### src/rtl/mips_pkg.sv
// Shared constants and helpers for the fetch/decode instruction queue.
package mips_pkg;

    // Encoding presented to decode when a slot holds no real instruction.
    localparam logic [31:0] NOP_INSTR = 32'h0000_0000;

    // Default queue geometry.
    localparam int unsigned IQ_DEPTH = 8;
    localparam int unsigned IQ_PTR_W = $clog2(IQ_DEPTH);

    // Decode may report 0..2 consumed entries; the encoding 3 means 2.
    function automatic logic [1:0] clamp_deq(input logic [1:0] req);
        return (req == 2'd3) ? 2'd2 : req;
    endfunction

endpackage

### src/rtl/iq_storage.sv
// Register file for the instruction queue: each entry is {instr, pc}.
// Two write ports share one enable (a fetch pair always lands together),
// two asynchronous read ports feed the decode pair directly.
module iq_storage #(
    parameter int unsigned DEPTH = 8,
    parameter int unsigned WIDTH = 32,
    parameter int unsigned PTR_W = $clog2(DEPTH)
) (
    input  logic                 clk,
    input  logic                 i_we,
    input  logic [PTR_W-1:0]     i_waddr0,
    input  logic [PTR_W-1:0]     i_waddr1,
    input  logic [2*WIDTH-1:0]   i_wdata0,
    input  logic [2*WIDTH-1:0]   i_wdata1,
    input  logic [PTR_W-1:0]     i_raddr0,
    input  logic [PTR_W-1:0]     i_raddr1,
    output logic [2*WIDTH-1:0]   o_rdata0,
    output logic [2*WIDTH-1:0]   o_rdata1
);

    logic [2*WIDTH-1:0] r_mem [DEPTH];

    // Write both halves of a fetch pair; contents are never cleared, the
    // control logic's count decides which entries are meaningful.
    always_ff @(posedge clk) begin
        if (i_we) begin
            r_mem[i_waddr0] <= i_wdata0;
            r_mem[i_waddr1] <= i_wdata1;
        end
    end

    // Asynchronous reads so decode sees the head entries in the same cycle.
    assign o_rdata0 = r_mem[i_raddr0];
    assign o_rdata1 = r_mem[i_raddr1];

endmodule

### src/rtl/fetch_issue_queue.sv
// Instruction queue between a dual-issue fetch stage and a dual decoder.
// Fetch pushes aligned pairs, decode pops 0..2 per cycle in program order.
module fetch_issue_queue
    import mips_pkg::*;
#(
    parameter int unsigned DEPTH = IQ_DEPTH,
    parameter int unsigned WIDTH = 32
) (
    input  logic             clk,
    input  logic             reset,
    input  logic             fvalid,
    input  logic [WIDTH-1:0] instrf,
    input  logic [WIDTH-1:0] instrf2,
    input  logic [WIDTH-1:0] pcf,
    input  logic             flushd,
    input  logic [1:0]       deqcnt,
    output logic             stallf,
    output logic             validd,
    output logic             validd2,
    output logic [WIDTH-1:0] instrd,
    output logic [WIDTH-1:0] instrd2,
    output logic [WIDTH-1:0] pcd,
    output logic [WIDTH-1:0] pcd2,
    output logic [WIDTH-1:0] pcplus4d,
    output logic [WIDTH-1:0] pcplus4d2
);

    localparam int unsigned PTR_W = $clog2(DEPTH);
    localparam int unsigned CNT_W = PTR_W + 1;

    logic [PTR_W-1:0]   r_head;
    logic [PTR_W-1:0]   r_tail;
    logic [CNT_W-1:0]   r_count;

    logic               w_stall;
    logic               w_enq;
    logic [CNT_W-1:0]   w_deq_req;
    logic [CNT_W-1:0]   w_deq_n;
    logic [CNT_W-1:0]   w_count_next;
    logic [2*WIDTH-1:0] w_rdata0;
    logic [2*WIDTH-1:0] w_rdata1;
    logic [WIDTH-1:0]   w_pc0;
    logic [WIDTH-1:0]   w_pc1;

    // Stall looks only at the registered count so decode's consume signal
    // never reaches fetch combinationally; leaving two free slots is the price.
    assign w_stall = (r_count > CNT_W'(DEPTH - 2));
    assign w_enq   = fvalid && !w_stall && !flushd;

    // Pop request clamped to 2 and then to what is actually queued.
    assign w_deq_req    = CNT_W'(clamp_deq(deqcnt));
    assign w_deq_n      = (w_deq_req > r_count) ? r_count : w_deq_req;
    assign w_count_next = r_count + (w_enq ? CNT_W'(2) : CNT_W'(0)) - w_deq_n;

    // Pointer and occupancy update; a flush behaves exactly like reset and
    // swallows any enqueue or dequeue in the same cycle.
    always_ff @(posedge clk) begin
        if (reset || flushd) begin
            r_head  <= '0;
            r_tail  <= '0;
            r_count <= '0;
        end else begin
            r_head  <= r_head + PTR_W'(w_deq_n);
            r_count <= w_count_next;
            if (w_enq) begin
                r_tail <= r_tail + PTR_W'(2);
            end
        end
    end

    iq_storage #(
        .DEPTH (DEPTH),
        .WIDTH (WIDTH),
        .PTR_W (PTR_W)
    ) u_storage (
        .clk      (clk),
        .i_we     (w_enq),
        .i_waddr0 (r_tail),
        .i_waddr1 (r_tail + PTR_W'(1)),
        .i_wdata0 ({instrf,  pcf}),
        .i_wdata1 ({instrf2, pcf + WIDTH'(4)}),
        .i_raddr0 (r_head),
        .i_raddr1 (r_head + PTR_W'(1)),
        .o_rdata0 (w_rdata0),
        .o_rdata1 (w_rdata1)
    );

    assign w_pc0 = w_rdata0[WIDTH-1:0];
    assign w_pc1 = w_rdata1[WIDTH-1:0];

    // Decode-side outputs: stale storage is masked to NOP / zero PCs when
    // the slot is not occupied.
    always_comb begin
        stallf    = w_stall;
        validd    = (r_count >= CNT_W'(1));
        validd2   = (r_count >= CNT_W'(2));
        instrd    = WIDTH'(NOP_INSTR);
        instrd2   = WIDTH'(NOP_INSTR);
        pcd       = '0;
        pcd2      = '0;
        pcplus4d  = '0;
        pcplus4d2 = '0;
        if (validd) begin
            instrd   = w_rdata0[2*WIDTH-1:WIDTH];
            pcd      = w_pc0;
            pcplus4d = w_pc0 + WIDTH'(4);
        end
        if (validd2) begin
            instrd2   = w_rdata1[2*WIDTH-1:WIDTH];
            pcd2      = w_pc1;
            pcplus4d2 = w_pc1 + WIDTH'(4);
        end
    end

endmodule
### config.mk
export PLATFORM = sky130hd
export DESIGN_NAME = fetch_issue_queue
export DESIGN_NICKNAME = d
export VERILOG_FILES = /design/src/rtl/mips_pkg.sv /design/src/rtl/iq_storage.sv /design/src/rtl/fetch_issue_queue.sv
export SDC_FILE = /design/constraint.sdc
export NUM_CORES = 1
export LEC_CHECK = 0
export CORE_MARGIN = 2
export CORE_UTILIZATION = 50
export CTS_CLUSTER_DIAMETER = 80
export CTS_CLUSTER_SIZE = 14
export DETAILED_ROUTE_END_ITERATION = 8
export PLACE_DENSITY = 0.82
export SETUP_SLACK_MARGIN = 0.02
export SLEW_MARGIN = 25
export SYNTH_ARGS = -nofsm -noshare
export SYNTH_HDL_FRONTEND = slang
export SYNTH_HIERARCHICAL = 1
export SYNTH_SLANG_ARGS = --single-unit
### constraint.sdc
create_clock -name clk -period 21.4 [get_ports clk]
set_clock_uncertainty 0.2 [all_clocks]
set_input_delay 2.14 -clock clk [delete_from_list [all_inputs] [get_ports clk]]
set_output_delay 2.14 -clock clk [all_outputs]
set_load 0.1 [all_outputs]
==> results of run 1 <==
-- flip-flops by register name (all words and copies together), names as in the netlist --
register / cells
r_head: 3
r_count: 4
r_tail: 2
u_storage/r_mem: 512
-- worst reg2reg max path, stage by stage (launching register included) --
cell and delay (ps):
sky130_fd_sc_hd__dfxtp_1 410, sky130_fd_sc_hd__inv_1 110, sky130_fd_sc_hd__ha_1 200, sky130_fd_sc_hd__and3_1 180, sky130_fd_sc_hd__a2111oi_4 320, sky130_fd_sc_hd__buf_4 280, sky130_fd_sc_hd__nand2b_1 240, sky130_fd_sc_hd__o21bai_4 840
sky130_fd_sc_hd__buf_4 900
-- worst paths after layout --
| kind | end | slack (ps) | cells after the start | startpoint |
|---|---|---|---|---|
| setup reg to reg | u_storage/r_mem[4][37]$_DFFE_PP_ | 17320 | 8 | r_count[3]$_SDFF_PP0_ |
| hold / removal | r_head[2]$_SDFF_PP0_ | 440 | 3 | r_count[2]$_SDFF_PP0_ |
| setup / recovery | pcplus4d2[30] | 12920 | 11 | r_head[1]$_SDFF_PP0_ |
| hold reg to reg | r_head[2]$_SDFF_PP0_ | 440 | 3 | r_count[2]$_SDFF_PP0_ |
-- cells in the final DEF (no fill, tap or decap), drive strengths merged, types with 2 or more instances in the layout --
master and count:
mux2 652, edfxtp 512, clkdlybuf4s50 296, mux4 256, and2 133, clkbuf 64
nor2 53, buf 37, nand2 31, xor2 31, inv 31, nand3 27
a21oi 25, nand4 25, xnor2 23, nor3 18, or4 16, o31ai 15
and3 13, o21ai 13, conb 12, ha 12, and4 11, dfxtp 9
or3 8, nor4 6, nand2b 5, diode 3, fa 3, nand4b 3
and4bb 3, a31o 2, o21bai 2, nor2b 2
-- metrics by stage --
step / hold WS, ps / total power, mW / std cells / setup WS (ps) / utilization
floorplan: 363 / 3.54 / 2129 / 12970 / -
global placement: 415 / 4.26 / 3153 / 13700 / 0.557
detailed placement: 426 / 4.28 / 3155 / 13600 / 0.558
CTS: 441 / 5.04 / 3224 / 12920 / 0.577
global route: 492 / 5.18 / 3229 / 12850 / 0.578
finish: 441 / 5.04 / 3229 / 12920 / 0.578
-- cell families (layout without fill, tap and decap cells) --
family | Yosys count | after routing | synth area share
adder cells (fa/ha/maj) | 15 | 15 | 0.00637
AO/OA/AOI/OAI | 63 | 63 | 0.0119
XOR/XNOR | 54 | 54 | 0.0143
multiplexers | 909 | 909 | 0.398
AND/OR/NAND/NOR | 360 | 360 | 0.0655
other | 2 | 15 | 0.000228
buffers and inverters | 195 | 428 | 0.0328
flip-flops | 521 | 521 | 0.471
-- cell type report --
class	count	share of cell area
multi-input cells	1413	0.437
flip-flops and latches	521	0.411
repair buffers	333	0.0877
clock buffers	64	0.0316
well taps	864	0.0286
inverters	26	0.00278
clock inverters	5	0.00116
diodes	3	0.000198
-- power by group --
group          switching [mW]  internal (mW)
registers              0.0230           1.16
clock network           0.372          0.388
logic                    2.33          0.766
-- layer usage --
metal,vias to the layer above,global-route usage
met3,229,0.0530
met2,1167,0.479
li1,8962,-
met5,-,0
met4,14,0.104
met1,10900,0.353
==> metrics.md, run 1 <==
| Metric | Value |
|---|---|
| Outcome | finished with violations |
| Violated checks | max-slew violations |
| Clock-pin slew on the worst setup and hold paths | 60 ps |
| Avg Vias per Cell | 6.58 |
| Synth Area per Inst | 15.6 µm² |
| Standby leakage power | 11.9 nW |
| Final sum of negative setup slack | 0 ps |
| CP Capture Type | primary output |
| DRC violation count after routing | 0 |
| Synthesized flop and latch total | 521 |
| Synthesized instance count | 2119 |
| Post-synth top cells | sky130_fd_sc_hd__mux2_2, sky130_fd_sc_hd__edfxtp_1, sky130_fd_sc_hd__mux4_2 |
| Worst slew slack as a fraction of its limit | -6.30 |
| Most frequently used cell type in the post-synthesis netlist | sky130_fd_sc_hd__mux2_2 |
| Hold-fix buffers at CTS | 0 |
| Type of the worst min-delay path | reg2reg |
| Top routing layer in use | met5 |
| Ys async rst share | 0 |
| Wire length the detailed router placed on met1 | 35600 µm |
| Placement Cell Area | 0.0365 mm² |
| Time the worst path needs with I/O delays and setup | 8480 ps |
| IR Drop Worst-Case VDD | 0.220 mV |
| Ports placed on the boundary | 297 |
| Clock tree from TritonCTS | done |
| # nets final | 2456 |
| CP startpoint kind | flip-flop |
| Layout filler cell count | 4922 |
| Iteration-0 DRC count of the detailed router | around 2500 |
| GR Util All Layers | 0.280 |
| Overall die area | 0.0681 mm² |
| Largest delay share family, worst path | buffers and inverters |
| Most area-hungry cell type in the Yosys netlist | sky130_fd_sc_hd__edfxtp_1 |
| Area of the multi-input gates | 0.0165 mm² |
| Delay contributed by the slowest stage of the critical path | 1200 ps |
| Number of distinct library cell variants in the gate-level netlist after synthesis | 56 |
| Tightest Pin Transition | 10930 ps |
| Number of flops mapped to enable cells by yosys | 512 |
| Core Region | 0.0655 mm² |
| Antenna violations before repair | 10 |
| Final setup violating endpoints | 0 |
| Mapped Area | 0.0330 mm² |
| Number of rows in the core area | 94 |
| Final estimated routing congestion in global placement | 0.902 |
| Crit path max-delay cell type | sky130_fd_sc_hd__clkdlybuf4s50_1 |
| Met2 WL post-DR | 48100 µm |
| Maximum number of pins on one net before global-route repair | 82 |
| Highest achievable clock rate | 118 MHz |
| Post_cts resized | 0 |
| Clock sink count | 521 |
| Chain of cells forming the critical path | ha_4, xor2_4, buf_4, mux4_2, mux2_2, ha_1, and2_1, nand4_1, or4_1, a21oi_1, clkdlybuf4s50_1 |
| TritonRoute pass-1 iters | 7 |
| RSZ-0062 raised after global routing | no |
| Area delta synth->final | 14.7% |
| Fraction of the yosys area taken by sequential cells | 0.471 |
| Clock buffers created by TritonCTS | 44 |
| Bufs and invs on worst path | 2 |
| GRT overflow | 0 |
| Number of port buffers | 296 |
| Starting density of the core | 0.504 |
| Critical path fanouts, max | 62 |
| Worst Path Arrival | 6140 ps |
| Maximum buffer depth of the clock tree | 3 |
| Most area-consuming cells after synthesis | sky130_fd_sc_hd__edfxtp_1, sky130_fd_sc_hd__mux2_2, sky130_fd_sc_hd__mux4_2 |
| Finished Cell Area | about 0.038 mm² |
| Average detailed-routed wire length per instance | 29.6 µm |
| Final worst path period share | 0.396 |
| Global-route wire length before repair | roughly 140000 µm |
| Count of warnings emitted by yosys | 6 |
| Clk Latency, worst-skew pair | 600 ps |
| Overall routed net length | 95500 µm |
| Slew Limit Fails | roughly 260 |
| Share of layout cells above drive strength 1 | 0.436 |
| Data required time at the worst endpoint | 19060 ps |
| Number of endpoints with negative hold slack in the final report | 0 |
| Die extent in y | between 200 and 300 µm |
| Number of buffers inserted to repair setup after CTS | 0 |
| Number of global-route vias before repair | 22300 |
| Met3 WL | around 8600 µm |
| Portion of synthesized cell area occupied by the leading cell type | 0.466 |
| Total power divided by cell area | 133 mW/mm² |
| HPWL after detailed placement | roughly 55000 µm |
| Buffer cell driving the clock tree root | sky130_fd_sc_hd__clkbuf_16 |
| Htree depth | 2 |
| Sequential cell area | 0.0156 mm² |
| Top_reg_cell synth | sky130_fd_sc_hd__edfxtp_1 |
| Total via count in the routed design | 21300 |
| DRT antenna net count | 0 |
| Max-cap violations | 0 |
| Die outline width | 261 µm |
| Startpoint-to-endpoint class of the critical path | reg2out |
No activity file was read; power rests on OpenSTA's default activity.
==> run 2, diff against run 1 <==
PLACE_DENSITY = 0.85   (was 0.82)
clock period = 6.89 ns   (was 21.4 ns; I/O delays follow)
==> run 2 against run 1 <==
  * The run still ends with max-slew violations left
  * Final cell count is 0.34% lower
  * Clock power grew to 2.9 times the previous value
  * Via count is 0.94% higher
  * Cell area is 0.69% lower
  * Critical path depth is 1 lower
  * Worst hold slack better by 26 ps
  * Worst setup slack worse by 12000 ps
  * Wire length is 0.46% higher
  * Non-clock buffer count is 1 higher
  * Register-to-register slack worse by 15000 ps
  * Global-route usage is 0.064 points higher
  * Critical endpoint is now pcplus4d2[29]
==> metrics.md, run 2 (synthesis results as in run 1) <==
| Metric | Value |
|---|---|
| Violated checks | max-slew violations |
| Overall routed net length | 96000 µm (+0.46%) |
| Time the worst path needs with I/O delays and setup | 6060 ps |
| TritonRoute pass-1 iters | 7 (unchanged) |
| Htree depth | 2 (unchanged) |
| Die extent in y | 261 µm (unchanged) |
| Largest registers in the final layout | u_storage/r_mem (512), r_count (4), r_head (3) |
| Die outline width | 261 µm (unchanged) |
| Commonest cells after routing, fill and taps aside | sky130_fd_sc_hd__mux2_2, sky130_fd_sc_hd__edfxtp_1, sky130_fd_sc_hd__mux4_2 |
| Final setup violating endpoints | 0 (unchanged) |
| Core Region | 0.0655 mm² (unchanged) |
| Type of the worst min-delay path | reg2reg |
| GR Util All Layers | 0.280 (+0.000643) |
| Worst Path Arrival | 5170 ps (-970 ps) |
| Layout Cells excl Fill | 3218 (-0.34%) |
| Post_cts resized | 0 (unchanged) |
| Clock buffers created by TritonCTS | 43 (-2.3%) |
| Slew Limit Fails | 264 (unchanged) |
| Buffer cell driving the clock tree root | sky130_fd_sc_hd__clkbuf_16 |
| Antenna violations before repair | 11 (+1) |
| Placement Cell Area | 0.0364 mm² (-0.26%) |
| Clock-pin slew on the worst setup and hold paths | 70 ps (about the same) |
| Setup slack after placement | 1620 ps (-11980 ps) |
| Depth of the most critical reg-to-reg path | 8 (unchanged) |
| Reg2reg start | r_count[3]$_SDFF_PP0_ |
| Clock sink count | 521 (unchanged) |
| Layout filler cell count | 4923 (+0.020%) |
| Flip-flop count of the largest register after layout | 512 (unchanged) |
| Ports placed on the boundary | 297 (unchanged) |
| Hold-fix buffers at CTS | 0 (unchanged) |
| Standby leakage power | 11.9 nW (+0.17%) |
| Final sum of negative setup slack | 0 ps (unchanged) |
| Finished Cell Area | 0.0376 mm² (-0.69%) |
| RSZ-0062 raised after global routing | no |
| Share of layout cells above drive strength 1 | 0.458 (+0.0220) |
| GRT overflow | 0 (unchanged) |
| Avg Vias per Cell | 6.67 (+1.3%) |
| Number of buffers inserted to repair setup after CTS | 0 (unchanged) |
| Highest achievable clock rate | 165 MHz |
| Total power divided by cell area | 412 mW/mm² (+210%) |
| CP startpoint kind | flip-flop |
| Startpoint-to-endpoint class of the critical path | reg2out |
| Utilization after layout | 0.574 (-0.00399) |
| Overall power consumption | 15.5 mW (+210%) |
| Global-route wire length before repair | 141000 µm (+0.54%) |
| Outcome | finished with violations |
| Average detailed-routed wire length per instance | 29.8 µm (+0.81%) |
| Register name with the most flops | u_storage/r_mem |
| Terminus of the critical flop-to-flop path | u_storage/r_mem[1][40]$_DFFE_PP_ |
| Starting density of the core | 0.504 (unchanged) |
| Maximum number of pins on one net before global-route repair | 91 (+11%) |
| Overall die area | 0.0681 mm² (unchanged) |
| Number of rows in the core area | 94 (unchanged) |
| DRC violation count after routing | 0 (unchanged) |
| CP Capture Type | primary output |
| Worst setup path startpoint | r_head[1]$_SDFF_PP0_ |
| Final worst path period share | 0.880 |
| HPWL after detailed placement | 56200 µm (+1.4%) |
| Worst-case register-to-register setup slack | 2580 ps (-14740 ps) |
| Capture point of the worst path | pcplus4d2[29] |
| # nets final | 2456 (unchanged) |
| Critical path fanouts, max | 38 (-39%) |
| IR Drop Worst-Case VDD | 0.735 mV (+230%) |
| DRT antenna net count | 0 (unchanged) |
| Area delta synth->final | 13.9% |
| Setup slack of the critical path after layout | 827 ps (-12090 ps) |
| Clock tree from TritonCTS | done |
| Most common cell after layout, fill and taps aside | sky130_fd_sc_hd__mux2_2 |
| Number of global-route vias before repair | 22500 (+0.78%) |
| Worst slew slack as a fraction of its limit | -6.48 (-0.174) |
| Total via count in the routed design | 21500 (+0.94%) |
| Number of port buffers | 296 (unchanged) |
| Iteration-0 DRC count of the detailed router | 2488 (+0.44%) |
| Number of instances in the placed design | 3158 (+0.095%) |
| Tightest Pin Transition | 11190 ps (+260 ps) |
| Data required time at the worst endpoint | 6000 ps (-13060 ps) |
| Final estimated routing congestion in global placement | 0.935 (+3.7%) |
| Number of endpoints with negative hold slack in the final report | 0 (unchanged) |
| Hold slack | 467 ps (+25.9 ps) |
| Clk Latency, worst-skew pair | 580 ps (-20 ps) |
| Maximum buffer depth of the clock tree | 3 (unchanged) |
| Max-cap violations | 0 (unchanged) |
-- run 2: where the power goes --
part           switching (mW)  internal [mW]
sequential             0.0943           3.61
combinational            7.24           2.31
clock                    1.10           1.13
-- run 2: worst min-delay path by stage --
stage | from | endpoint | depth (start not counted)
floorplan | r_count[2]$_SDFF_PP0_ | r_head[2]$_SDFF_PP0_ | 3
global placement | r_count[0]$_SDFF_PP0_ | r_count[0]$_SDFF_PP0_ | 3
detailed placement | r_count[0]$_SDFF_PP0_ | r_count[0]$_SDFF_PP0_ | 3
CTS | r_count[0]$_SDFF_PP0_ | r_count[0]$_SDFF_PP0_ | 3
global route | r_count[0]$_SDFF_PP0_ | r_count[0]$_SDFF_PP0_ | 3
finish | r_count[0]$_SDFF_PP0_ | r_count[0]$_SDFF_PP0_ | 3
-- run 2: layer usage --
| layer | GRT usage | vias up | wire (µm) |
|---|---|---|---|
| met2 | 0.476 | 1314 | 47500 |
| met5 | 0 | - | 67 |
| met1 | 0.356 | 11000 | 35300 |
| met3 | 0.0523 | 245 | 9690 |
| met4 | 0.110 | 10 | 3420 |
| li1 | - | 8929 | - |
-- run 2: area by class of cell --
type	instances	area [µm²]	area share
flip-flops and latches	521	15600	0.414
repair buffers	334	3160	0.0841
clock inverters	3	22.5	0.000599
clock buffers	52	1110	0.0295
inverters	26	105	0.00280
well taps	864	1080	0.0288
multi-input cells	1413	16500	0.440
diodes	5	12.5	0.000333
-- run 2: critical path, cell delays in order (launching register included) --
cell and delay (ps):
sky130_fd_sc_hd__dfxtp_4 810, sky130_fd_sc_hd__ha_4 260, sky130_fd_sc_hd__xor2_4 170, sky130_fd_sc_hd__buf_4 550, sky130_fd_sc_hd__mux4_2 320, sky130_fd_sc_hd__mux2_2 210, sky130_fd_sc_hd__and4_1 520, sky130_fd_sc_hd__nand2_2 290
sky130_fd_sc_hd__or4_1 570, sky130_fd_sc_hd__a21oi_1 450, sky130_fd_sc_hd__buf_4 390
